--- src/rtl/fifo_csr_regs.sv ---
// fifo_csr_regs
//   AXI4-Lite-style CSR slave and register file that controls and monitors a
//   single FIFO instance. All logic runs on csr_clk; FIFO status inputs are
//   expected to be synchronous to csr_clk already.
//
// Ports
//   csr_clk, csr_resetn        clock, asynchronous active-low reset
//   csr_aw*/csr_w*/csr_b*      write address / data / response channels
//   csr_ar*/csr_r*             read address / data channels (single beat)
//   fifo_empty/full/level      FIFO status
//   fifo_wr/rd_attempt         access requests seen by the FIFO this cycle
//   fifo_flush, fifo_enable    FIFO controls
//   irq                        level interrupt, |(EVT & IRQ_MASK), registered
//
// Register map (word addresses)
//   0x0 CTRL  RW   bit0 write 1 = start flush (reads 1 while active), bit1 enable
//   0x1 STATUS RO  bit0 empty, bit1 full, bit2 almost_empty, bit3 almost_full
//   0x2 LEVEL RO   fifo_level
//   0x3 AF_THRESH RW, 0x4 AE_THRESH RW
//   0x5 EVT   RW1C bit0 overflow, bit1 underflow, bit2 almost_full rise
//   0x6 IRQ_MASK RW [2:0]
module fifo_csr_regs #(
    parameter int DATA_WIDTH   = 32,
    parameter int ADDR_WIDTH   = 8,
    parameter int LEVEL_WIDTH  = 9,
    parameter int FLUSH_CYCLES = 4,
    parameter int AF_DEFAULT   = 200,
    parameter int AE_DEFAULT   = 8
) (
    input  logic                   csr_clk,
    input  logic                   csr_resetn,
    input  logic [ADDR_WIDTH-1:0]  csr_awaddr,
    input  logic                   csr_awvalid,
    output logic                   csr_awready,
    input  logic [DATA_WIDTH-1:0]  csr_wdata,
    input  logic                   csr_wvalid,
    output logic                   csr_wready,
    output logic [1:0]             csr_bresp,
    output logic                   csr_bvalid,
    input  logic                   csr_bready,
    input  logic [ADDR_WIDTH-1:0]  csr_araddr,
    input  logic                   csr_arvalid,
    output logic                   csr_arready,
    output logic [DATA_WIDTH-1:0]  csr_rdata,
    output logic [1:0]             csr_rresp,
    output logic                   csr_rvalid,
    input  logic                   csr_rready,
    output logic                   csr_rlast,
    input  logic                   fifo_empty,
    input  logic                   fifo_full,
    input  logic [LEVEL_WIDTH-1:0] fifo_level,
    input  logic                   fifo_wr_attempt,
    input  logic                   fifo_rd_attempt,
    output logic                   fifo_flush,
    output logic                   fifo_enable,
    output logic                   irq
);

    localparam int CNT_W = $clog2(FLUSH_CYCLES + 1);
    localparam logic [CNT_W-1:0]       FLUSH_LOAD = CNT_W'(FLUSH_CYCLES);
    localparam logic [CNT_W-1:0]       CNT_ZERO   = {CNT_W{1'b0}};
    localparam logic [ADDR_WIDTH-1:0]  A_CTRL     = ADDR_WIDTH'(0);
    localparam logic [ADDR_WIDTH-1:0]  A_STATUS   = ADDR_WIDTH'(1);
    localparam logic [ADDR_WIDTH-1:0]  A_LEVEL    = ADDR_WIDTH'(2);
    localparam logic [ADDR_WIDTH-1:0]  A_AF       = ADDR_WIDTH'(3);
    localparam logic [ADDR_WIDTH-1:0]  A_AE       = ADDR_WIDTH'(4);
    localparam logic [ADDR_WIDTH-1:0]  A_EVT      = ADDR_WIDTH'(5);
    localparam logic [ADDR_WIDTH-1:0]  A_MASK     = ADDR_WIDTH'(6);
    localparam logic [1:0]             RESP_OKAY   = 2'b00;
    localparam logic [1:0]             RESP_SLVERR = 2'b10;

    typedef enum logic [0:0] {W_IDLE = 1'b0, W_RESP = 1'b1} w_state_e;
    typedef enum logic [0:0] {R_IDLE = 1'b0, R_DATA = 1'b1} r_state_e;

    // write channel state
    w_state_e               w_state_q, w_state_d;
    logic                   awready_q, awready_d;
    logic                   wready_q, wready_d;
    logic [ADDR_WIDTH-1:0]  awaddr_q, awaddr_d;
    logic [DATA_WIDTH-1:0]  wdata_q, wdata_d;
    logic                   bvalid_q, bvalid_d;
    logic [1:0]             bresp_q, bresp_d;
    // read channel state
    r_state_e               r_state_q, r_state_d;
    logic                   arready_q, arready_d;
    logic                   rvalid_q, rvalid_d;
    logic [DATA_WIDTH-1:0]  rdata_q, rdata_d;
    logic [1:0]             rresp_q, rresp_d;
    // register file
    logic                   enable_q, enable_d;
    logic [CNT_W-1:0]       flush_cnt_q, flush_cnt_d;
    logic                   flush_q, flush_d;
    logic [LEVEL_WIDTH-1:0] af_th_q, af_th_d;
    logic [LEVEL_WIDTH-1:0] ae_th_q, ae_th_d;
    logic [2:0]             evt_q, evt_d;
    logic [2:0]             mask_q, mask_d;
    logic                   irq_q, irq_d;
    logic                   af_q, af_d;
    logic                   af_valid_q, af_valid_d;

    logic                   aw_hs_s, w_hs_s, have_aw_s, have_w_s;
    logic                   wr_commit_s, wr_ok_s;
    logic [ADDR_WIDTH-1:0]  wr_addr_s;
    logic [DATA_WIDTH-1:0]  wr_data_s;
    logic                   almost_full_s, almost_empty_s;
    logic [2:0]             evt_set_s, evt_clr_s;
    logic [CNT_W-1:0]       flush_dec_s;
    logic [DATA_WIDTH-1:0]  rd_data_s;
    logic                   rd_ok_s;
    logic                   unused_wdata_s;

    // Readies are only high in W_IDLE, so a low ready there means the beat is held.
    assign aw_hs_s   = csr_awvalid & awready_q;
    assign w_hs_s    = csr_wvalid & wready_q;
    assign have_aw_s = ~awready_q | csr_awvalid;
    assign have_w_s  = ~wready_q | csr_wvalid;
    assign wr_addr_s = awready_q ? csr_awaddr : awaddr_q;
    assign wr_data_s = wready_q ? csr_wdata : wdata_q;
    assign unused_wdata_s = ^wr_data_s;

    assign almost_full_s  = (fifo_level >= af_th_q);
    assign almost_empty_s = (fifo_level <= ae_th_q);
    assign flush_dec_s    = (flush_cnt_q != CNT_ZERO) ? (flush_cnt_q - CNT_W'(1)) : CNT_ZERO;
    // af rise compares the registered flag against the live compare; af_valid_q
    // masks the very first edge out of reset.
    assign evt_set_s = {af_valid_q & almost_full_s & ~af_q,
                        fifo_empty & fifo_rd_attempt,
                        fifo_full & fifo_wr_attempt};

    // Write address decode: writable registers answer OKAY, everything else SLVERR.
    always_comb begin
        wr_ok_s = 1'b0;
        case (wr_addr_s)
            A_CTRL, A_AF, A_AE, A_EVT, A_MASK: wr_ok_s = 1'b1;
            default:                           wr_ok_s = 1'b0;
        endcase
    end

    // Write FSM: collect AW and W in any order, commit, then hold the response.
    always_comb begin
        w_state_d   = w_state_q;
        awready_d   = awready_q;
        wready_d    = wready_q;
        awaddr_d    = awaddr_q;
        wdata_d     = wdata_q;
        bvalid_d    = bvalid_q;
        bresp_d     = bresp_q;
        wr_commit_s = 1'b0;
        case (w_state_q)
            W_IDLE: begin
                if (aw_hs_s) begin
                    awaddr_d  = csr_awaddr;
                    awready_d = 1'b0;
                end else begin
                    awaddr_d  = awaddr_q;
                end
                if (w_hs_s) begin
                    wdata_d  = csr_wdata;
                    wready_d = 1'b0;
                end else begin
                    wdata_d  = wdata_q;
                end
                if (have_aw_s && have_w_s) begin
                    wr_commit_s = 1'b1;
                    awready_d   = 1'b0;
                    wready_d    = 1'b0;
                    bvalid_d    = 1'b1;
                    bresp_d     = wr_ok_s ? RESP_OKAY : RESP_SLVERR;
                    w_state_d   = W_RESP;
                end else begin
                    wr_commit_s = 1'b0;
                    w_state_d   = W_IDLE;
                end
            end
            W_RESP: begin
                if (csr_bready) begin
                    bvalid_d  = 1'b0;
                    awready_d = 1'b1;
                    wready_d  = 1'b1;
                    w_state_d = W_IDLE;
                end else begin
                    bvalid_d  = 1'b1;
                    w_state_d = W_RESP;
                end
            end
            default: begin
                w_state_d = W_IDLE;
                awready_d = 1'b1;
                wready_d  = 1'b1;
                bvalid_d  = 1'b0;
            end
        endcase
    end

    // Register file update: committed writes, flush countdown, events, irq.
    always_comb begin
        enable_d    = enable_q;
        af_th_d     = af_th_q;
        ae_th_d     = ae_th_q;
        mask_d      = mask_q;
        flush_cnt_d = flush_dec_s;
        evt_clr_s   = 3'b000;
        if (wr_commit_s) begin
            case (wr_addr_s)
                A_CTRL: begin
                    enable_d = wr_data_s[1];
                    // Writing 0 to bit0 never cancels a running flush.
                    flush_cnt_d = wr_data_s[0] ? FLUSH_LOAD : flush_dec_s;
                end
                A_AF:    af_th_d   = wr_data_s[LEVEL_WIDTH-1:0];
                A_AE:    ae_th_d   = wr_data_s[LEVEL_WIDTH-1:0];
                A_EVT:   evt_clr_s = wr_data_s[2:0];
                A_MASK:  mask_d    = wr_data_s[2:0];
                default: evt_clr_s = 3'b000;
            endcase
        end else begin
            evt_clr_s = 3'b000;
        end
        // A new event in the same cycle as its W1C clear survives.
        evt_d      = (evt_q & ~evt_clr_s) | evt_set_s;
        flush_d    = (flush_cnt_d != CNT_ZERO);
        irq_d      = |(evt_q & mask_q);
        af_d       = almost_full_s;
        af_valid_d = 1'b1;
    end

    // Read data mux; unused bits read 0, unmapped addresses return 0.
    always_comb begin
        rd_data_s = {DATA_WIDTH{1'b0}};
        rd_ok_s   = 1'b1;
        case (csr_araddr)
            A_CTRL:   rd_data_s[1:0] = {enable_q, flush_q};
            A_STATUS: rd_data_s[3:0] = {almost_full_s, almost_empty_s, fifo_full, fifo_empty};
            A_LEVEL:  rd_data_s[LEVEL_WIDTH-1:0] = fifo_level;
            A_AF:     rd_data_s[LEVEL_WIDTH-1:0] = af_th_q;
            A_AE:     rd_data_s[LEVEL_WIDTH-1:0] = ae_th_q;
            A_EVT:    rd_data_s[2:0] = evt_q;
            A_MASK:   rd_data_s[2:0] = mask_q;
            default:  rd_ok_s = 1'b0;
        endcase
    end

    // Read FSM: capture on AR handshake, hold data until rready.
    always_comb begin
        r_state_d = r_state_q;
        arready_d = arready_q;
        rvalid_d  = rvalid_q;
        rdata_d   = rdata_q;
        rresp_d   = rresp_q;
        case (r_state_q)
            R_IDLE: begin
                if (csr_arvalid) begin
                    rdata_d   = rd_data_s;
                    rresp_d   = rd_ok_s ? RESP_OKAY : RESP_SLVERR;
                    rvalid_d  = 1'b1;
                    arready_d = 1'b0;
                    r_state_d = R_DATA;
                end else begin
                    r_state_d = R_IDLE;
                end
            end
            R_DATA: begin
                if (csr_rready) begin
                    rvalid_d  = 1'b0;
                    arready_d = 1'b1;
                    r_state_d = R_IDLE;
                end else begin
                    r_state_d = R_DATA;
                end
            end
            default: begin
                r_state_d = R_IDLE;
                arready_d = 1'b1;
                rvalid_d  = 1'b0;
            end
        endcase
    end

    // Write channel registers.
    always_ff @(posedge csr_clk or negedge csr_resetn) begin
        if (!csr_resetn) begin
            w_state_q <= W_IDLE;
            awready_q <= 1'b1;
            wready_q  <= 1'b1;
            awaddr_q  <= {ADDR_WIDTH{1'b0}};
            wdata_q   <= {DATA_WIDTH{1'b0}};
            bvalid_q  <= 1'b0;
            bresp_q   <= 2'b00;
        end else begin
            w_state_q <= w_state_d;
            awready_q <= awready_d;
            wready_q  <= wready_d;
            awaddr_q  <= awaddr_d;
            wdata_q   <= wdata_d;
            bvalid_q  <= bvalid_d;
            bresp_q   <= bresp_d;
        end
    end

    // Read channel registers.
    always_ff @(posedge csr_clk or negedge csr_resetn) begin
        if (!csr_resetn) begin
            r_state_q <= R_IDLE;
            arready_q <= 1'b1;
            rvalid_q  <= 1'b0;
            rdata_q   <= {DATA_WIDTH{1'b0}};
            rresp_q   <= 2'b00;
        end else begin
            r_state_q <= r_state_d;
            arready_q <= arready_d;
            rvalid_q  <= rvalid_d;
            rdata_q   <= rdata_d;
            rresp_q   <= rresp_d;
        end
    end

    // Control, threshold, event and interrupt registers.
    always_ff @(posedge csr_clk or negedge csr_resetn) begin
        if (!csr_resetn) begin
            enable_q    <= 1'b0;
            flush_cnt_q <= CNT_ZERO;
            flush_q     <= 1'b0;
            af_th_q     <= LEVEL_WIDTH'(AF_DEFAULT);
            ae_th_q     <= LEVEL_WIDTH'(AE_DEFAULT);
            evt_q       <= 3'b000;
            mask_q      <= 3'b000;
            irq_q       <= 1'b0;
            af_q        <= 1'b0;
            af_valid_q  <= 1'b0;
        end else begin
            enable_q    <= enable_d;
            flush_cnt_q <= flush_cnt_d;
            flush_q     <= flush_d;
            af_th_q     <= af_th_d;
            ae_th_q     <= ae_th_d;
            evt_q       <= evt_d;
            mask_q      <= mask_d;
            irq_q       <= irq_d;
            af_q        <= af_d;
            af_valid_q  <= af_valid_d;
        end
    end

    assign csr_awready = awready_q;
    assign csr_wready  = wready_q;
    assign csr_bvalid  = bvalid_q;
    assign csr_bresp   = bresp_q;
    assign csr_arready = arready_q;
    assign csr_rvalid  = rvalid_q;
    assign csr_rlast   = rvalid_q;
    assign csr_rdata   = rdata_q;
    assign csr_rresp   = rresp_q;
    assign fifo_flush  = flush_q;
    assign fifo_enable = enable_q;
    assign irq         = irq_q;

endmodule
--- config.mk ---
export PLATFORM = sky130hd
export DESIGN_NAME = fifo_csr_regs
export DESIGN_NICKNAME = d
export VERILOG_FILES = /design/src/rtl/fifo_csr_regs.sv
export SDC_FILE = /design/constraint.sdc
export NUM_CORES = 1
export LEC_CHECK = 0
export ABC_AREA = 0
export CORE_ASPECT_RATIO = 0.7
export CORE_MARGIN = 10
export CORE_UTILIZATION = 43
export DETAILED_ROUTE_END_ITERATION = 6
export GPL_TIMING_DRIVEN = 1
export PLACE_DENSITY = 0.8
export SLEW_MARGIN = 20
export SYNTH_ARGS = -nofsm -noshare
export SYNTH_HDL_FRONTEND = slang
export SYNTH_SLANG_ARGS = --single-unit
--- constraint.sdc ---
create_clock -name csr_clk -period 1.95 [get_ports csr_clk]
set_input_delay 0.2925 -clock csr_clk [delete_from_list [all_inputs] [get_ports csr_clk]]
set_output_delay 0.2925 -clock csr_clk [all_outputs]
set_load 0.005 [all_outputs]
==> Yosys cells after proc, flatten, opt, wreduce, memory -nomap -nowiden <==
Cells that the tools add are included.
{ "totals": {"register_bits": 69, "latchBits": 0, "ramBits": 0, "romBits": 0, "in_bits": 68, "output_inout_bits": 45, "memories": 0} }
{ "op_classes": {"n_addsub": 1, "n_mul": 0, "n_div": 0, "order_cmp": 2, "eq_ne": 16, "n_shift": 0, "mux": 38, "n_bitwise": 17, "reduce_logical": 19} }
{ "ops": {"columns": ["cell", "count"], "rows": [
  ["$eq A8 B3 Y1 const B", 6],
  ["$eq A8 B2 Y1 const B", 3],
  ["$reduce_and A2 Y1", 11],
  ["$mux W3", 6],
  ["$mux W1", 17],
  ["$logic_not A8 Y1", 2],
  ["$pmux W5 S3", 1],
  ["$pmux W1 S2", 7],
  ["$pmux W2 S7", 1],
  ["$ge A9 B9 Y1", 1],
  ["$le A9 B9 Y1", 1],
  ["$mux W9", 1],
  ["$eq A8 B1 Y1 const B", 1],
  ["$mux W8", 1],
  ["$ne A2 B2 Y1 const B", 4],
  ["$reduce_or A7 Y1", 1],
  ["$and A1 B1 Y1", 6],
  ["$and A3 B3 Y3", 2],
  ["$ne A3 B3 Y1 const B", 2],
  ["$pmux W1 S6", 1],
  ["$reduce_bool A3 Y1", 2],
  ["$not A1 Y1", 5],
  ["$reduce_or A5 Y1", 1],
  ["$mux W2", 2],
  ["7 further kinds", 8]
]} }

==> Depth between registers and ports, before layout <==
Gate-level depths: netlist (run 1).
{ "logic_depth": {"word_depth": 9, "depth_mapped": 8} }

==> Worst setup path after synthesis (run 1) <==
Ideal clock, no wire load.
{ "synth_path": {"path_kind": "reg2reg", "from": "reg awready_q, in the netlist csr_awready", "to": "reg af_th_q[0]", "setup_ns": 0.125, "arrival_ns": 1.762, "required_time_ns": 1.825, "path_slack_ns": 0.063, "stages_incl_launch_ff": 4, "path_buffers": 0, "synth_period_minus_slack_ns": 1.887, "path_cell_list": "dfstp_2 -> mux2_2 -> nor4_4 -> mux2_4"} }
{ "synth_between": {"elab_chain_cells": 6} }
{ "synth_lines": {"columns": ["element", "line_no", "source"], "rows": [
  ["from (decl)", "77", "logic awready_q, awready_d;"],
  ["from (signal assigned)", "291", "awready_q <= awready_d;"],
  ["$not A1 Y1", "115", "assign have_aw_s = ~awready_q | csr_awvalid;"],
  ["$or A1 B1 Y1", "115", null],
  ["$logic_and A1 B1 Y1", "163", "if (have_aw_s && have_w_s) begin"],
  ["$mux W1", "163", null],
  ["$mux W1", "149", "case (w_state_q)"],
  ["$reduce_and A2 Y1 (no line) *", null, null],
  ["to (signal assigned)", "323", "af_th_q <= LEVEL_WIDTH'(AF_DEFAULT);"],
  ["to (signal assigned)", "334", "af_th_q <= af_th_d;"],
  ["to (decl)", "93", "logic [LEVEL_WIDTH-1:0] af_th_q, af_th_d;"]
]} }
Mark *: on every way between the ends. The rest lies on a longest branch, timed or not.
A chain may end at the register's enable or synchronous reset.

==> Worst setup path after layout (run 1) <==
{ "layout_path": {"from": "reg awready_q, in the netlist csr_awready", "to": "reg mask_q[0]"} }
{ "layout_between": {"elab_chain_cells": 6} }
{ "layout_lines": {"columns": ["element", "line_no", "source"], "rows": [
  ["$not A1 Y1", "115", null],
  ["$or A1 B1 Y1", "115", null],
  ["$logic_and A1 B1 Y1", "163", null],
  ["$mux W1", "163", null],
  ["$mux W1", "149", null],
  ["$reduce_and A2 Y1 (no line) *", null, null],
  ["to (signal assigned)", "337", "mask_q <= mask_d;"],
  ["to (decl)", "96", "logic [2:0] mask_q, mask_d;"]
]} }
Marked as above.

==> results of run 1 <==
==> synthesized netlist by cell type (2+ instances only) <==
library cell / number / area share
sky130_fd_sc_hd__a2111oi_0: 2 / 0.0046
sky130_fd_sc_hd__a21o_1: 2 / 0.0039
sky130_fd_sc_hd__a21oi_1: 30 / 0.039
sky130_fd_sc_hd__a22o_1: 9 / 0.020
sky130_fd_sc_hd__a22oi_1: 4 / 0.0078
sky130_fd_sc_hd__a31oi_1: 3 / 0.0049
sky130_fd_sc_hd__a32oi_1: 2 / 0.0046
sky130_fd_sc_hd__and3_1: 2 / 0.0032
sky130_fd_sc_hd__and4_1: 2 / 0.0046
sky130_fd_sc_hd__buf_2: 3 / 0.0039
sky130_fd_sc_hd__buf_4: 27 / 0.053
sky130_fd_sc_hd__buf_6: 2 / 0.0058
sky130_fd_sc_hd__clkbuf_1: 4 / 0.0039
sky130_fd_sc_hd__conb_1: 2 / 0.0020
sky130_fd_sc_hd__dfrtp_1: 60 / 0.39
sky130_fd_sc_hd__dfstp_2: 7 / 0.048
sky130_fd_sc_hd__ha_1: 20 / 0.065
sky130_fd_sc_hd__inv_1: 31 / 0.030
sky130_fd_sc_hd__mux2_2: 28 / 0.082
sky130_fd_sc_hd__mux2i_1: 9 / 0.023
sky130_fd_sc_hd__mux4_2: 2 / 0.012
sky130_fd_sc_hd__nand2_1: 23 / 0.022
sky130_fd_sc_hd__nand2b_1: 3 / 0.0049
sky130_fd_sc_hd__nand3_1: 8 / 0.010
sky130_fd_sc_hd__nor2_1: 24 / 0.023
sky130_fd_sc_hd__nor2b_1: 2 / 0.0032
sky130_fd_sc_hd__nor3_1: 6 / 0.0078
sky130_fd_sc_hd__nor3b_1: 2 / 0.0039
sky130_fd_sc_hd__nor4_1: 3 / 0.0049
sky130_fd_sc_hd__o21ai_0: 10 / 0.013
sky130_fd_sc_hd__o21ai_1: 5 / 0.0065
sky130_fd_sc_hd__o21ai_2: 2 / 0.0046
sky130_fd_sc_hd__o2bb2ai_1: 5 / 0.011
==> kinds of logic after synthesis <==
kind of cell / share of synthesized area
other: 0.001951
DFF: 0.4378
AOI/OAI and AO/OA: 0.1518
muxes: 0.1209
adders and majority gates: 0.06500
and+or+nand+nor: 0.1206
buffers and inverters: 0.09749
xor gates and xnor gates: 0.004551
==> path summary, 6_finish.rpt <==
check                            startpoint           to
worst max-delay path            csr_awready    mask_q[0]
worst min-delay path              r_state_q    csr_rlast
worst max register to register  csr_awready    mask_q[0]
worst min register to register    r_state_q    csr_rlast
max in group asynchronous        csr_resetn  csr_arready
min in group asynchronous        csr_resetn    w_state_q
==> metrics by stage <==
stage / cell area (µm²) / hold WS [ns]
finish: 5254 / 0.4695
global route: 5254 / 0.4888
CTS: 5116 / 0.4692
detailed placement: 4753 / 0.2920
global placement: 4753 / 0.2803
floorplan: 3940 / -0.003091
==> final cells by class <==
| type | instances | area share |
|---|---|---|
| Clock inverter | 5 | 0.01143 |
| Clock buffer | 11 | 0.04811 |
| Timing Repair Buffer | 106 | 0.1884 |
| Sequential cell | 67 | 0.3208 |
| Tap cell | 120 | 0.02858 |
| Multi-Input combinational cell | 260 | 0.3799 |
| Inverter | 32 | 0.02286 |
==> registers in the layout, indices dropped and copies added, names as in the netlist, 3 cells and up <==
signal / cells
mask_q: 3
ae_th_q: 9
flush_cnt_q: 3
af_th_q: 9
wdata_q: 9
csr_rdata: 9
awaddr_q: 8
evt_q: 3
==> placed cells by master (no fill, tap or decap), drive strengths merged, types with 6 or more instances in the layout <==
master | Yosys | routed
dfstp | 7 | 7
a21oi | 30 | 30
clkdlybuf4s50 | 0 | 63
nor2 | 24 | 24
mux2 | 29 | 29
nand2 | 23 | 23
clkbuf | 4 | 11
nand3 | 8 | 8
nor3 | 6 | 6
ha | 20 | 20
o21ai | 17 | 17
inv | 31 | 32
dfrtp | 60 | 60
conb | 2 | 26
buf | 32 | 42
mux2i | 9 | 9
a22o | 9 | 9
==> metal layers <==
layer	part of all wire	track usage	vias up	routed length, µm
li1	-	-	1496	-
met1	0.45	0.1931	1471	4644
met2	0.47	0.2467	90	4834
met3	0.059	0.04171	13	601
met4	0.018	0.05755	0	189
met5	0	0	-	0
==> timing repair <==
action / in CTS / in global routing
endpoints found under the setup margin: 15 / 24
cloned: 0 / 1
endpoints found under the hold margin: 17 / 0
resized for setup: 5 / 33
pin swaps: 2 / 5
buffers inserted: 2 / 3
hold buffers: 1 / 0
==> worst max-delay path, cell delays in order, from the launching register on <==
cell	delay (ns)
sky130_fd_sc_hd__dfstp_2	0.63
sky130_fd_sc_hd__nor4b_4	0.23
sky130_fd_sc_hd__a22oi_2	0.14
sky130_fd_sc_hd__nor3b_2	0.29
sky130_fd_sc_hd__and2b_2	0.27
sky130_fd_sc_hd__mux2_4	0.31
==> power by group through the flow <==
stage          Sequential (mW)  Clock, mW  Combinational [mW]
5_1_grt                   2.39       1.75                2.54
3_3_place_gp              2.26          0                2.00
2_1_floorplan             2.17          0                1.41
6_report                  2.33       1.68                2.28
3_5_place_dp              2.30          0                2.12
4_1_cts                   2.30       1.70                2.16
==> results.md, run 1 <==
- The count of unique library cells instantiated by Yosys is 60.
- The number of cell rows is 28.
- The combinational share of power is 0.363.
- The H-tree level count is 3.
- The kind of end point of the critical path is a register.
- The worst slew slack as a fraction of its limit is 0.6152.
- The fraction of power consumed by sequential logic is 0.370.
- The number of antenna violations at the first check in global routing is 0.
- The CTS tree is done.
- On the final layout, the worst clock skew is 0.007187 ns.
- The net count of the finished layout is 564.
- The standard cell core area is 8583 µm².
- The proportion of register bits with asynchronous set or reset after synthesis is 1.000.
- The first global-routing pass estimated between 15000 and 20000 µm of wire.
- For the pin with the worst max-slew slack, the measured transition is roughly 0.58 ns.
- Once layout is complete, the utilization of the core stands at 0.6121.
- The final max-slew violation count is 0.
- The multi-input gate area in the final layout is around 2000 µm².
- Clock-pin slew was measured on the worst setup and hold paths at approximately 0.050 ns.
- The run finished, with violations left.
- The number of sinks on the clock net is 67.
- The maximum clock insertion buffer count is 2.
- The post-synthesis register bit count is 67.
- The chip height is ~99 µm.
- Summing internal, switching and leakage power gives between 6 and 7 mW.
- The die area is approximately 13000 µm².
- STA puts the critical path data required time at approximately 2.2 ns.
- For the final routed database, the setup TNS stands at -0.08769 ns.
- Max-cap violations in this run came to 0.
- The hold path depth is 1.
- The total wire length is about 10000 µm.
- The checks that failed: setup timing.
- Dividing the synthesized area by the synthesized cell count gives 10.38 µm².
- Of the total power, the clock network draws 0.267.
- For this design the static power due to leakage is approximately 2.3 nW.
- Setup repair after global routing could not meet its margin everywhere.
- 0 antenna diodes ended up in the layout.
- The worst-case setup slack after placement is -0.2624 ns.
- Clock tree synthesis inserted a total of 9 buffers.
- The global placer's final weighted congestion is roughly 0.9.
- Data arrives at the worst endpoint at ~2.2 ns.
- The setup slack of the most critical reg-to-reg path is -0.03 ns.
- The total overflow left after global routing is 0.
- The final count of hold timing violations came to 0.
- The via count of the first global-routing pass came to approximately 3200.
- The kind of launch point of the worst setup path is a register.
- The die is between 100 and 150 µm wide.
- The largest voltage drop on the vdd net is 699.7 µV.
- Subtracting the final worst setup slack from the clock period gives 1.978 ns.
- The share of the Yosys chip area taken by registers is 0.4378.
- The power per unit of standard cell area is between 1000 and 1500 nW/µm².
- The minimum setup slack in the final design is -0.02772 ns.
- Counting the fill cells in the layout gives 695.
- The final worst-path cycle share is 1.014.
- The final cell count without fillers is roughly 600.
- The count of flip-flops with a built-in enable after synthesis is 0.
- The netlist area before placement is about 3800 µm².
- The cell-internal power is 4.123 mW.
- The post-synthesis cell count is 371.
- After detailed routing, the average wire length per cell comes to between 15 and 20 µm.
- Of the cells placed in the final design, the portion with a size suffix greater than 1 is 0.2557.
- The biggest fanout along the worst timing path is 8.
- The number of vias after detailed routing is between 3000 and 4000.
- Setup violations remaining at the end of the flow were counted as 6.
- The number of input and output port buffers inserted is 64.
- The kind of critical path is register to register.
- Across the whole layout, storage elements account for between 1500 and 2000 µm².
- Dividing the detail-routed via count by the number of cells gives around 5.
- After legalization and detailed placement, the total HPWL measured 7762 µm.
- Of the total power, the share spent switching nets is 0.3442.
- The path class of the tightest hold or removal check is register to register.
- The switching component of the power is about 2.2 mW.
- The global-route usage over all layers is 0.1530.
- CTS placed an instance of sky130_fd_sc_hd__clkbuf_16 at the clock tree root.
- The maximum number of pins on one net before global-route repair is 47.
- The initial utilization of the core area, before any placement, comes to 0.4485.
- The highest clock rate is ~500 MHz.
- After detailed routing, the number of remaining DRC violations is 0.
- The number of placed instances, taps included, is 579.
- The number of detailed-route iterations in the first pass is 4.
- The area overhead of the layout relative to synthesis is 36.46%.
- The main flop type after synthesis is sky130_fd_sc_hd__dfrtp_1.
- The number of cells on the worst reg-to-reg path is 5.
- During synthesis, Yosys emitted a total of 0 warnings.
- The later pin in the worst-skew pair is clocked with a latency of around 0.34 ns.
- The number of design-rule violations left by the first detailed-router iteration is between 150 and 200.
- The count of nets left with antenna violations once routing finished came out at 0.
- The number of ports placed on the die boundary is 113.
Note: power is estimated with default switching activity, not from simulation.
==> run 2: changes to the inputs <==
==> constraint.sdc (replaced) <==
create_clock -name csr_clk -period 1.95 [get_ports csr_clk]
set_input_delay 0.2925 -clock csr_clk [delete_from_list [all_inputs] [get_ports csr_clk]]
set_output_delay 0.2925 -clock csr_clk [all_outputs]
set_load 0.01 [all_outputs]
==> run 2 against run 1 <==
  * The run still ends with setup timing left
  * Maximum frequency grew 0.10%
  * Clock power about the same
  * Global-route usage stayed put
  * Via count increased by 0.68%
  * Critical path type unchanged
  * Highest routed layer unchanged
==> results.md, run 2 (synthesis gave the netlist of run 1 again) <==
- The data required time of the worst path is 2.17 ns (about the same).
- The leakage power summed over all cells came to 2.335 nW (was 2.334 nW).
- The commonest non-fill, non-tap cell in the layout is sky130_fd_sc_hd__clkdlybuf4s50_1 (unchanged).
- The number of input and output port buffers inserted was 64 (unchanged).
- The area overhead of the layout relative to synthesis is 36.33% (was 36.46%).
- The final count of hold timing violations is 0 (unchanged).
- The class of the worst hold path is register to register (unchanged).
- The CTS tree is done (unchanged).
- The slew of the pin with the lowest slew margin is 0.5754 ns (about the same).
- The final max-slew violation count came to 0 (unchanged).
- The biggest fanout along the worst timing path came to 8 (unchanged).
- The remaining routing DRC violations is 0 (unchanged).
- The maximum number of pins on one net before global-route repair is 47 (unchanged).
- The standard cell core area is 8583 µm² (unchanged).
- The fraction of layout instances using a drive strength above 1 was 0.2557 (unchanged).
- The number of setup violations in the final report is 5 (was 6).
- The root buffer cell is sky130_fd_sc_hd__clkbuf_16 (unchanged).
- The final global-route overflow total is 0 (unchanged).
- The number of max-cap violations is 0 (unchanged).
- The critical-path cell with the highest stage delay is sky130_fd_sc_hd__dfstp_2 (unchanged).
- The number of design-rule violations left by the first detailed-router iteration was 213 (was 163).
- The minimum setup slack in the final design is -0.02569 ns (was -0.02772 ns).
- The switching component of the power is 2.197 mW (was 2.164 mW).
- The final total negative setup slack is -0.07751 ns (was -0.08769 ns).
- The die outline width was 133.1 µm (unchanged).
- The clock latency on the worst-skew pair is 0.34 ns (about the same).
- The post-DP HPWL is 7762 µm (unchanged).
- The wire length of the first global-routing pass is 16530 µm (unchanged).
- The starting density of the core came to 0.4485 (unchanged).
- The number of CTS-inserted buffers is 9 (unchanged).
- The data arrival time of the critical path is 2.20 ns (about the same).
- The die area is 13200 µm² (unchanged).
- The total wire length is 10260 µm (was 10270 µm).
- The largest voltage drop on the vdd net was 715.2 µV (was 699.7 µV).
- The number of cell rows came to 28 (unchanged).
- The via count of the first global-routing pass is 3203 (unchanged).
- The detail-routed via count per cell is 5.143 (was 5.108).
- The kind of end point of the critical path is a register (unchanged).
- The worst slew slack as a fraction of its limit came to 0.6152 (about the same).
- The routing usage on met2 is 0.2467 (unchanged).
- The combinational share of power came to 0.365 (was 0.363).
- The kind of launch point of the worst setup path is a register (unchanged).
- The maximum clock insertion buffer count is 2 (unchanged).
- Chain of cells forming the critical path: nor4b_4 > a22oi_2 > nor3b_2 > and2b_2 > mux2_4 (unchanged).
- The final period demand of the worst path is 1.976 ns (was 1.978 ns).
- The number of antenna violations at the first check in global routing is 0 (unchanged).
- The summed area of non-filler cells in the final layout is 5249 µm² (was 5254 µm²).
- The maximum cell stage delay along the critical path is 0.63 ns (about the same).
- The most utilized layer in the global route result is met2 (unchanged).
- The number of vias after detailed routing is 3091 (was 3070).
- The placed cell area is 4753 µm² (unchanged).
- The setup slack of the most critical reg-to-reg path is -0.03 ns (about the same).
- The clock-pin transition on the worst setup and hold timing paths is 0.05 ns (about the same).
- The number of detailed-route iterations in the first pass was 4 (unchanged).
- The cell-internal power is 4.110 mW (was 4.123 mW).
- The final routed wire length divided by cell count is 17.07 µm (was 17.09 µm).
- The global placer's final weighted congestion is 0.8960 (unchanged).
- The chip height is 99.17 µm (unchanged).
- The clock skew after layout is 0.006591 ns (was 0.007187 ns).
- The number of sinks on the clock net is 67 (unchanged).
- The number of ports placed on the die boundary is 113 (unchanged).
- The number of routed nets with antenna violations was 0 (unchanged).
- The antenna cell count is 0 (unchanged).
- The net count of the finished layout is 564 (unchanged).
- The final worst-path cycle share is 1.013 (was 1.014).
- Leading cell types in the layout, fill and taps excluded: sky130_fd_sc_hd__clkdlybuf4s50_1, sky130_fd_sc_hd__dfrtp_1, sky130_fd_sc_hd__buf_4 (unchanged).
- The kind of critical path was register to register (unchanged).
- The switching power share of the total was 0.3483 (was 0.3442).
- Setup repair after global routing missed its margin: true (unchanged).
- The clock share of power is 0.266 (was 0.267).
- The power per unit of standard cell area was 1202 nW/µm² (was 1197 nW/µm²).
- The H-tree level count came to 3 (unchanged).
- The global-route usage over all layers came to 0.1530 (unchanged).
- The worst hold slack is 0.4715 ns (was 0.4695 ns).
- The highest clock rate is 506.2 MHz (was 505.6 MHz).
- The met3 track demand over resource in global routing is 0.04171 (unchanged).
- The met1 layer usage reported by global route is 0.1931 (unchanged).
- Result of the run: finished, violations left (unchanged).
- The fraction of power consumed by sequential logic is 0.369 (was 0.370).
- Failing checks: setup timing (unchanged).
-- run 2: cell types whose count changed in the layout (fill, tap and decap cells not counted) --
| cell | delta |
|---|---|
| sky130_fd_sc_hd__buf_4 | +1 |
| sky130_fd_sc_hd__buf_6 | -1 |
| sky130_fd_sc_hd__clkdlybuf4s50_1 | -1 |
| sky130_fd_sc_hd__dlygate4sd2_1 | +1 |
-- run 2: metrics by stage --
stage	instances	power [mW]	util	worst slack (ns)
after detailed placement	579	4.456	0.5538	-0.2624
final	601	6.307	0.6115	-0.02569
after global routing	601	6.690	0.6115	-0.1194
after CTS	598	6.192	0.5959	-0.04590
after global placement	579	4.294	0.5538	-0.1637
after floorplan	395	3.619	-	0.04119
-- run 2: power groups by stage --
stage	registers, mW	logic [mW]	clock network [mW]
floorplan	2.20	1.42	0
global placement	2.26	2.03	0
detailed placement	2.30	2.16	0
CTS	2.30	2.19	1.70
global route	2.39	2.56	1.75
finish	2.33	2.30	1.68
-- run 2: final cells by class --
| type | count | area (µm²) |
|---|---|---|
| Clock buffer | 11 | 252.7 |
| Tap cell | 120 | 150.1 |
| Sequential cell | 67 | 1685 |
| Multi-Input combinational cell | 260 | 1996 |
| Timing Repair Buffer | 106 | 984.7 |
| Clock inverter | 5 | 60.06 |
| Inverter | 32 | 120.1 |
| Fill cell | 695 | 3334 |
-- run 2: worst paths after layout --
check                           cells after the start        start     endpoint
worst max register to register                      5  csr_awready    mask_q[0]
worst min register to register                      1    r_state_q    csr_rlast
worst min-delay path                                1    r_state_q    csr_rlast
max in group asynchronous                           3   csr_resetn  csr_arready
min in group asynchronous                           2   csr_resetn    w_state_q
worst max-delay path                                5  csr_awready    mask_q[0]
-- run 2: repair_timing --
item | CTS | global route
hold endpoints to repair | 17 | 0
hold buffers | 1 | 0
pin swaps | 2 | 5
gates cloned | 0 | 1
setup buffers | 2 | 3
endpoints found under the setup margin | 16 | 23
gates resized for setup | 6 | 32
-- run 2: layer usage --
layer | wire, µm | share of wire
met2 | 4806 | 0.47
met5 | 0 | 0
met4 | 201 | 0.020
met1 | 4641 | 0.45
met3 | 613 | 0.060
-- run 2: worst max-delay path: cells and delay by family, from the launching register on --
kind	cells	cell delay (ns)
simple gates	3	0.79
flops	1	0.63
mux	1	0.31
compound gates	1	0.14
